### src/rtl/ntt_stage_sequencer_if.sv
// Purpose: bundles the request, read, butterfly-control and write-back signals of ntt_stage_sequencer.
// Ports:   master = requester (drives start/op/swap_in/w_base), slave = sequencer (drives everything else).
// Widths:  row addresses are clog2(2*PAIRS) bits, twiddle indices are clog2(LUT_SIZE) bits.
interface ntt_stage_sequencer_if #(
  parameter int PAIRS    = 8,
  parameter int LUT_SIZE = 1360
);
  localparam int AW = $clog2(2 * PAIRS);
  localparam int WW = $clog2(LUT_SIZE);

  // request side
  logic          start;
  logic          op;
  logic          swap_in;
  logic [WW-1:0] w_base;

  // read issue
  logic          rd_en;
  logic          rd_bank;
  logic [AW-1:0] rd_addr_a;
  logic [AW-1:0] rd_addr_b;

  // butterfly array controls, aligned to read data arrival
  logic          bf_mode;
  logic          bf_swap;
  logic [WW-1:0] w_idx;

  // write-back, aligned to array outputs
  logic          wr_en;
  logic          wr_bank;
  logic [AW-1:0] wr_addr_a;
  logic [AW-1:0] wr_addr_b;

  // status
  logic          busy;
  logic          done;
  logic          res_bank;

  modport master (
    output start, op, swap_in, w_base,
    input  rd_en, rd_bank, rd_addr_a, rd_addr_b,
    input  bf_mode, bf_swap, w_idx,
    input  wr_en, wr_bank, wr_addr_a, wr_addr_b,
    input  busy, done, res_bank
  );

  modport slave (
    input  start, op, swap_in, w_base,
    output rd_en, rd_bank, rd_addr_a, rd_addr_b,
    output bf_mode, bf_swap, w_idx,
    output wr_en, wr_bank, wr_addr_a, wr_addr_b,
    output busy, done, res_bank
  );
endinterface

### src/rtl/ntt_stage_sequencer.sv
// Purpose: sequences one NTT pass (NUM_LAYERS layers) or one pointwise-multiply pass over ping-pong row banks.
// Latency: one row pair per cycle; controls RD_LATENCY after the read, writes RD_LATENCY+BF_LATENCY after the read.
// Backpressure: none; start is only sampled in IDLE; each layer costs PAIRS+RD_LATENCY+BF_LATENCY cycles.
// Ports: clk, reset (async, active-low), bus (slave modport of ntt_stage_sequencer_if).
module ntt_stage_sequencer #(
  parameter int PAIRS      = 8,
  parameter int NUM_LAYERS = 4,
  parameter int LUT_SIZE   = 1360,
  parameter int RD_LATENCY = 1,
  parameter int BF_LATENCY = 3
) (
  input  logic                  clk,
  input  logic                  reset,
  ntt_stage_sequencer_if.slave  bus
);
  localparam int AW     = $clog2(2 * PAIRS);
  localparam int WW     = $clog2(LUT_SIZE);
  localparam int LW     = $clog2(NUM_LAYERS + 1);
  localparam int WR_LAT = RD_LATENCY + BF_LATENCY;
  localparam int DW     = $clog2(WR_LAT + 1);
  // The result of an NTT ends up in the bank written by the last layer.
  localparam logic NL0  = 1'(NUM_LAYERS % 2);

  localparam logic [1:0] IDLE  = 2'd0;
  localparam logic [1:0] ISSUE = 2'd1;
  localparam logic [1:0] DRAIN = 2'd2;
  localparam logic [1:0] DONE  = 2'd3;

  typedef struct packed {
    logic          mode;
    logic          swap;
    logic [WW-1:0] w;
  } bf_t;

  typedef struct packed {
    logic          en;
    logic          bank;
    logic [AW-1:0] a;
    logic [AW-1:0] b;
  } wr_t;

  logic [1:0]    state_q;
  logic [AW-1:0] p_q;
  logic [LW-1:0] layer_q;
  logic [DW-1:0] dcnt_q;
  logic          op_q;
  logic          swap_q;
  logic [WW-1:0] wbase_q;
  logic          res_q;

  logic          iss;
  logic          rd_bank;
  logic [AW-1:0] rd_a;
  logic [AW-1:0] rd_b;
  bf_t           bf_iss;
  wr_t           wr_iss;

  bf_t           bf_pipe [RD_LATENCY];
  wr_t           wr_pipe [WR_LAT];

  // Issue-cycle values; everything is forced to zero outside ISSUE so the
  // delay lines carry zeros (and hence quiet outputs) between reads.
  always_comb begin
    iss     = (state_q == ISSUE);
    rd_bank = 1'b0;
    rd_a    = '0;
    rd_b    = '0;
    bf_iss  = '0;
    wr_iss  = '0;
    if (iss) begin
      rd_a      = p_q;
      rd_b      = AW'(32'(p_q) + PAIRS);
      wr_iss.en = 1'b1;
      if (op_q) begin
        // pointwise multiply works in place on bank 0
        wr_iss.a    = rd_a;
        wr_iss.b    = rd_b;
        bf_iss.mode = 1'b1;
        bf_iss.swap = swap_q;
        bf_iss.w    = WW'(32'(wbase_q) + 32'(p_q));
      end else begin
        // constant-geometry layer: read halves, write interleaved into the other bank
        rd_bank     = layer_q[0];
        wr_iss.bank = ~layer_q[0];
        wr_iss.a    = AW'(32'(p_q) * 2);
        wr_iss.b    = AW'(32'(p_q) * 2 + 1);
        bf_iss.w    = WW'(32'(wbase_q) + 32'(layer_q) * PAIRS + 32'(p_q));
      end
    end
  end

  always_ff @(posedge clk or negedge reset) begin
    if (!reset) begin
      state_q <= IDLE;
      p_q     <= '0;
      layer_q <= '0;
      dcnt_q  <= '0;
      op_q    <= 1'b0;
      swap_q  <= 1'b0;
      wbase_q <= '0;
      res_q   <= 1'b0;
    end else begin
      case (state_q)
        IDLE: begin
          if (bus.start) begin
            state_q <= ISSUE;
            op_q    <= bus.op;
            swap_q  <= bus.swap_in;
            wbase_q <= bus.w_base;
            res_q   <= bus.op ? 1'b0 : NL0;
            p_q     <= '0;
            layer_q <= '0;
          end
        end
        ISSUE: begin
          if (32'(p_q) == PAIRS - 1) begin
            state_q <= DRAIN;
            p_q     <= '0;
            dcnt_q  <= '0;
          end else begin
            p_q <= p_q + 1'b1;
          end
        end
        DRAIN: begin
          // the last write of the layer leaves the pipe in the final DRAIN cycle
          if (32'(dcnt_q) == WR_LAT - 1) begin
            if (op_q || (32'(layer_q) == NUM_LAYERS - 1)) begin
              state_q <= DONE;
            end else begin
              layer_q <= layer_q + 1'b1;
              state_q <= ISSUE;
            end
          end else begin
            dcnt_q <= dcnt_q + 1'b1;
          end
        end
        DONE:    state_q <= IDLE;
        default: state_q <= IDLE;
      endcase
    end
  end

  // Delay lines shift unconditionally; reset discards anything in flight.
  always_ff @(posedge clk or negedge reset) begin
    if (!reset) begin
      for (int i = 0; i < RD_LATENCY; i++) bf_pipe[i] <= '0;
      for (int i = 0; i < WR_LAT; i++)     wr_pipe[i] <= '0;
    end else begin
      bf_pipe[0] <= bf_iss;
      for (int i = 1; i < RD_LATENCY; i++) bf_pipe[i] <= bf_pipe[i-1];
      wr_pipe[0] <= wr_iss;
      for (int i = 1; i < WR_LAT; i++)     wr_pipe[i] <= wr_pipe[i-1];
    end
  end

  assign bus.rd_en     = iss;
  assign bus.rd_bank   = rd_bank;
  assign bus.rd_addr_a = rd_a;
  assign bus.rd_addr_b = rd_b;
  assign bus.bf_mode   = bf_pipe[RD_LATENCY-1].mode;
  assign bus.bf_swap   = bf_pipe[RD_LATENCY-1].swap;
  assign bus.w_idx     = bf_pipe[RD_LATENCY-1].w;
  assign bus.wr_en     = wr_pipe[WR_LAT-1].en;
  assign bus.wr_bank   = wr_pipe[WR_LAT-1].bank;
  assign bus.wr_addr_a = wr_pipe[WR_LAT-1].a;
  assign bus.wr_addr_b = wr_pipe[WR_LAT-1].b;
  assign bus.busy      = (state_q == ISSUE) || (state_q == DRAIN);
  assign bus.done      = (state_q == DONE);
  assign bus.res_bank  = res_q;
endmodule

### src/flat_wrapper.sv
// flat-port wrapper written by rule: the top's interface ports become plain ports
module ntt_stage_sequencer_flat 
#(
  parameter int PAIRS      = 8,
  parameter int NUM_LAYERS = 4,
  parameter int LUT_SIZE   = 1360,
  parameter int RD_LATENCY = 1,
  parameter int BF_LATENCY = 3
)
  (clk, reset, bus_start, bus_op, bus_swap_in, bus_w_base, bus_rd_en, bus_rd_bank, bus_rd_addr_a, bus_rd_addr_b, bus_bf_mode, bus_bf_swap, bus_w_idx, bus_wr_en, bus_wr_bank, bus_wr_addr_a, bus_wr_addr_b, bus_busy, bus_done, bus_res_bank);
  ntt_stage_sequencer_if #(.PAIRS(PAIRS), .LUT_SIZE(LUT_SIZE)) bus_i ();
  input  logic clk;
  input  logic reset;
  input wire logic [$bits(bus_i.start)-1:0] bus_start;
  input wire logic [$bits(bus_i.op)-1:0] bus_op;
  input wire logic [$bits(bus_i.swap_in)-1:0] bus_swap_in;
  input wire logic [$bits(bus_i.w_base)-1:0] bus_w_base;
  output wire logic [$bits(bus_i.rd_en)-1:0] bus_rd_en;
  output wire logic [$bits(bus_i.rd_bank)-1:0] bus_rd_bank;
  output wire logic [$bits(bus_i.rd_addr_a)-1:0] bus_rd_addr_a;
  output wire logic [$bits(bus_i.rd_addr_b)-1:0] bus_rd_addr_b;
  output wire logic [$bits(bus_i.bf_mode)-1:0] bus_bf_mode;
  output wire logic [$bits(bus_i.bf_swap)-1:0] bus_bf_swap;
  output wire logic [$bits(bus_i.w_idx)-1:0] bus_w_idx;
  output wire logic [$bits(bus_i.wr_en)-1:0] bus_wr_en;
  output wire logic [$bits(bus_i.wr_bank)-1:0] bus_wr_bank;
  output wire logic [$bits(bus_i.wr_addr_a)-1:0] bus_wr_addr_a;
  output wire logic [$bits(bus_i.wr_addr_b)-1:0] bus_wr_addr_b;
  output wire logic [$bits(bus_i.busy)-1:0] bus_busy;
  output wire logic [$bits(bus_i.done)-1:0] bus_done;
  output wire logic [$bits(bus_i.res_bank)-1:0] bus_res_bank;
  assign bus_i.start = bus_start;
  assign bus_i.op = bus_op;
  assign bus_i.swap_in = bus_swap_in;
  assign bus_i.w_base = bus_w_base;
  assign bus_rd_en = bus_i.rd_en;
  assign bus_rd_bank = bus_i.rd_bank;
  assign bus_rd_addr_a = bus_i.rd_addr_a;
  assign bus_rd_addr_b = bus_i.rd_addr_b;
  assign bus_bf_mode = bus_i.bf_mode;
  assign bus_bf_swap = bus_i.bf_swap;
  assign bus_w_idx = bus_i.w_idx;
  assign bus_wr_en = bus_i.wr_en;
  assign bus_wr_bank = bus_i.wr_bank;
  assign bus_wr_addr_a = bus_i.wr_addr_a;
  assign bus_wr_addr_b = bus_i.wr_addr_b;
  assign bus_busy = bus_i.busy;
  assign bus_done = bus_i.done;
  assign bus_res_bank = bus_i.res_bank;
  ntt_stage_sequencer #(.PAIRS(PAIRS), .NUM_LAYERS(NUM_LAYERS), .LUT_SIZE(LUT_SIZE), .RD_LATENCY(RD_LATENCY), .BF_LATENCY(BF_LATENCY)) u_core (.clk(clk), .reset(reset), .bus(bus_i));
endmodule
### config.mk
export PLATFORM = sky130hd
export DESIGN_NAME = ntt_stage_sequencer_flat
export DESIGN_NICKNAME = d
export VERILOG_FILES = /design/src/rtl/ntt_stage_sequencer_if.sv /design/src/rtl/ntt_stage_sequencer.sv /design/src/flat_wrapper.sv
export SDC_FILE = /design/constraint.sdc
export NUM_CORES = 1
export LEC_CHECK = 0
export ABC_AREA = 1
export BUFFER_PORTS_ARGS = -buffer_cell sky130_fd_sc_hd__buf_2
export CAP_MARGIN = 20
export CORE_ASPECT_RATIO = 0.75
export CORE_UTILIZATION = 45
export CTS_BUF_LIST = sky130_fd_sc_hd__clkbuf_8
export CTS_CLUSTER_SIZE = 25
export DETAILED_ROUTE_END_ITERATION = 10
export PLACE_DENSITY = 0.66
export SYNTH_ARGS = -nofsm -noshare
export SYNTH_HDL_FRONTEND = slang
export SYNTH_SLANG_ARGS = --single-unit
### constraint.sdc
create_clock -name clk -period 2.7 [get_ports clk]
set_clock_uncertainty 0.15 [all_clocks]
set_input_delay 0.405 -clock clk [delete_from_list [all_inputs] [get_ports clk]]
set_output_delay 0.405 -clock clk [all_outputs]
set_load 0.005 [all_outputs]
==> flow_summary.json <==
{
  "critical_path.startpoint_type": "flop",
  "synth_area_per_cell_um2": 9.60,
  "syn-num-nets": 390,
  "path_clk_slew_ns": 0.08,
  "arrival_ns": 2.47,
  "synth_seq_cells": 70,
  "rsz0062_at_grt": "false",
  "grt_pass1_vias": 2416,
  "final.period_utilization_pct": 88.0,
  "setup_viol": 0,
  "cp_max_fo": 6,
  "clk_latency_ns": 0.36,
  "die_y_um": 76.7,
  "fp.dieW_um": 102,
  "yosysMostFrequentCell": "dfrtp_1",
  "dp_hpwl_mm": 5.03,
  "core_area_um2": 6990,
  "synth_top_area_share_pct": 52.3,
  "dr.pass1.iters": 4,
  "dieArea_um2": 7800,
  "grtUsageTotal_pct": 20.0,
  "ant_nets": 0,
  "cpPeakStageDelay_ns": 0.45,
  "cts.path.max_buffers": 2,
  "synth_common_cells": "70 x dfrtp_1, 67 x nand2_1, 38 x inv_1, 34 x nor2_1, 21 x ha_1",
  "numClockSinks": 70,
  "clock.fmax_ghz": 0.421,
  "outcome": "complete, no violations",
  "antenna_found_initial": 0,
  "crit_type": "reg2reg",
  "cts_tree": "yes",
  "wl_per_cell_um": 13.5,
  "fill_cells": 643,
  "synthCells": 349,
  "ys.flop_type": "dfrtp_1",
  "area_growth_pct": 14.6,
  "diodes": 0,
  "seq_area_um2": 1750,
  "vdd_drop_max_uv": 650,
  "multi_input_area_um2": 1310,
  "cap_violations": 0,
  "synth_edf_count": 0,
  "ys_warn_count": 0,
  "final_net_count": 439,
  "hp-class": "in2reg",
  "cts_resized": 0,
  "async_reset_ff_share_pct": 100,
  "num_vias": 2462,
  "leakagePower_nw": 2.12,
  "drtIter0Drc": 179,
  "period_needed_ns": 2.38,
  "hold_viol": 0,
  "gp_congestion": 0.917,
  "slowest_stage": "dfrtp_1",
  "maxSlewHeadroom_pct": 55.7,
  "yosys-top-cells-area": "dfrtp_1 52%, ha_1 7.8%, nand2_1 7.5%",
  "root_buffer": "clkbuf_8",
  "end_kind": "flop",
  "fin_total_pwr_mw": 4.52,
  "numCtsBuffers": 9,
  "grt_max_degree": 31,
  "cts_max_level": 3,
  "powerDensity_nw_per_um2": 1180,
  "synth_area_leader_cell": "dfrtp_1",
  "io_buffer_count": 50,
  "synth_area_um2": 3350,
  "overflow": 0,
  "synth.distinct_cells": 33,
  "crit_top_cell": "nand2_1",
  "ys_seq_area_share_pct": 52.3,
  "ioPinCount": 52,
  "worst_pin_slew_ns": 0.664,
  "totalWireLength_mm": 6.75,
  "drc": 0,
  "ff2ff_setup_slack_ns": 0.32,
  "grt_first_pass_wirelength_mm": 11.5,
  "drive_gt1_share_pct": 23.8,
  "drv_slew": 0,
  "worstPathCellList": "ha_1 -> ha_1 -> inv_1 -> fa_1 -> nand3b_1 -> nand2_1 -> nand2_1 -> nand2_1 -> nand2_1 -> nand2_1 -> nand2_1 -> nand2_1 -> nor2_1",
  "critPathRequiredTime_ns": 2.80,
  "initial_core_util_pct": 47.9,
  "vias_per_cell": 4.91,
  "rows": 26,
  "finalSetupTns_ns": 0
}
## area by class of cell
type | instances | share of cell area [%]
clock buffers | 9 | 3.22
clock inverters | 7 | 1.60
inverters | 42 | 4.10
multi-input cells | 219 | 34.2
flip-flops and latches | 70 | 45.6
well taps | 98 | 3.19
repair buffers | 56 | 8.08
## where the power goes
group	leakage, nW	switching, mW	internal, mW
clock network	0.0892	0.449	0.352
logic	1.12	1.24	0.775
registers	0.913	0.273	1.43
## sequential cells by signal, summed over array words and instances (netlist names)
name                  cells
u_core.swap_q             1
u_core.op_q               1
u_core.p_q                4
u_core.bus.wr_addr_b      2
u_core.bus.w_idx         11
u_core.dcnt_q             3
u_core.wr_pipe           24
u_core.state_q            2
u_core.bus.wr_addr_a      4
u_core.bus.bf_swap        1
u_core.bus.wr_bank        1
u_core.layer_q            3
u_core.bus.wr_en          1
u_core.wbase_q           11
u_core.bus.bf_mode        1
## cells by family after synthesis
kind of cell    count (synthesis)  share of synthesized area [%]
compound gates                 47                           8.25
xor+xnor                        5                           1.31
fa+ha+maj                      25                           10.2
buf+inv                        60                           8.51
flops                          70                           52.3
mux                             5                           1.68
other cells                     1                          0.112
simple gates                  136                           17.6
## final timing paths
kind                                              start                             to  cells after the start
max                           u_core.p_q[1]$_DFFE_PN0P_  u_core.bus.w_idx[9]$_DFF_PN0_                     13
min reg2reg                u_core.wr_pipe[19]$_DFF_PN0_     u_core.bus.wr_en$_DFF_PN0_                      0
max in group asynchronous                         reset  u_core.wbase_q[7]$_DFFE_PN0P_                      3
min                                       bus_w_base[3]  u_core.wbase_q[3]$_DFFE_PN0P_                      2
max reg2reg                   u_core.p_q[1]$_DFFE_PN0P_  u_core.bus.w_idx[9]$_DFF_PN0_                     13
min in group asynchronous                         reset   u_core.wr_pipe[17]$_DFF_PN0_                      2
## per-stage QoR
step / hold WS (ns) / instance area [um2] / util [%] / instances / setup WS [ns]
6_report: 0.104 / 3840 / 54.9 / 501 / 0.325
2_1_floorplan: -0.0406 / 3350 / - / 349 / 0.529
3_5_place_dp: 0.185 / 3650 / 52.1 / 484 / 0.360
3_3_place_gp: 0.181 / 3650 / 52.1 / 484 / 0.386
4_1_cts: 0.0873 / 3840 / 54.9 / 501 / 0.333
5_1_grt: 0.0860 / 3840 / 54.9 / 501 / 0.120
## cells in the final DEF (no fill, tap or decap), drive strengths merged, types with 4 or more instances in the layout
cell / n
buf: 55
xor2: 4
dfrtp: 70
fa: 4
mux2: 5
clkbuf: 9
inv: 46
o21ai: 14
nand3: 20
ha: 21
a21oi: 21
nand2: 73
nor2: 38
o22ai: 9
## metal layers
layer	global-route usage [%]	part of all wire [%]	routed length (um)	vias up
li1	-	-	-	1210
met1	28.0	49	3300	1168
met2	28.9	44	2960	73
met3	6.84	5.7	386	11
met4	6.96	1.4	95	0
met5	0	0	0	-
## worst max-delay path: cells and delay by family, from the launching register on
kind / cells / cell delay [ns]
buffers and inverters: 1 / 0.07
adders and majority gates: 3 / 0.90
DFF: 1 / 0.45
and+or+nand+nor: 9 / 0.69
## repair_timing
item                                    in CTS  in global routing
endpoints found under the setup margin       0                  0
setup buffers                                0                  0
hold buffers                                 1                  0
endpoints found under the hold margin       28                  0
(Power assumes the default switching activity.)
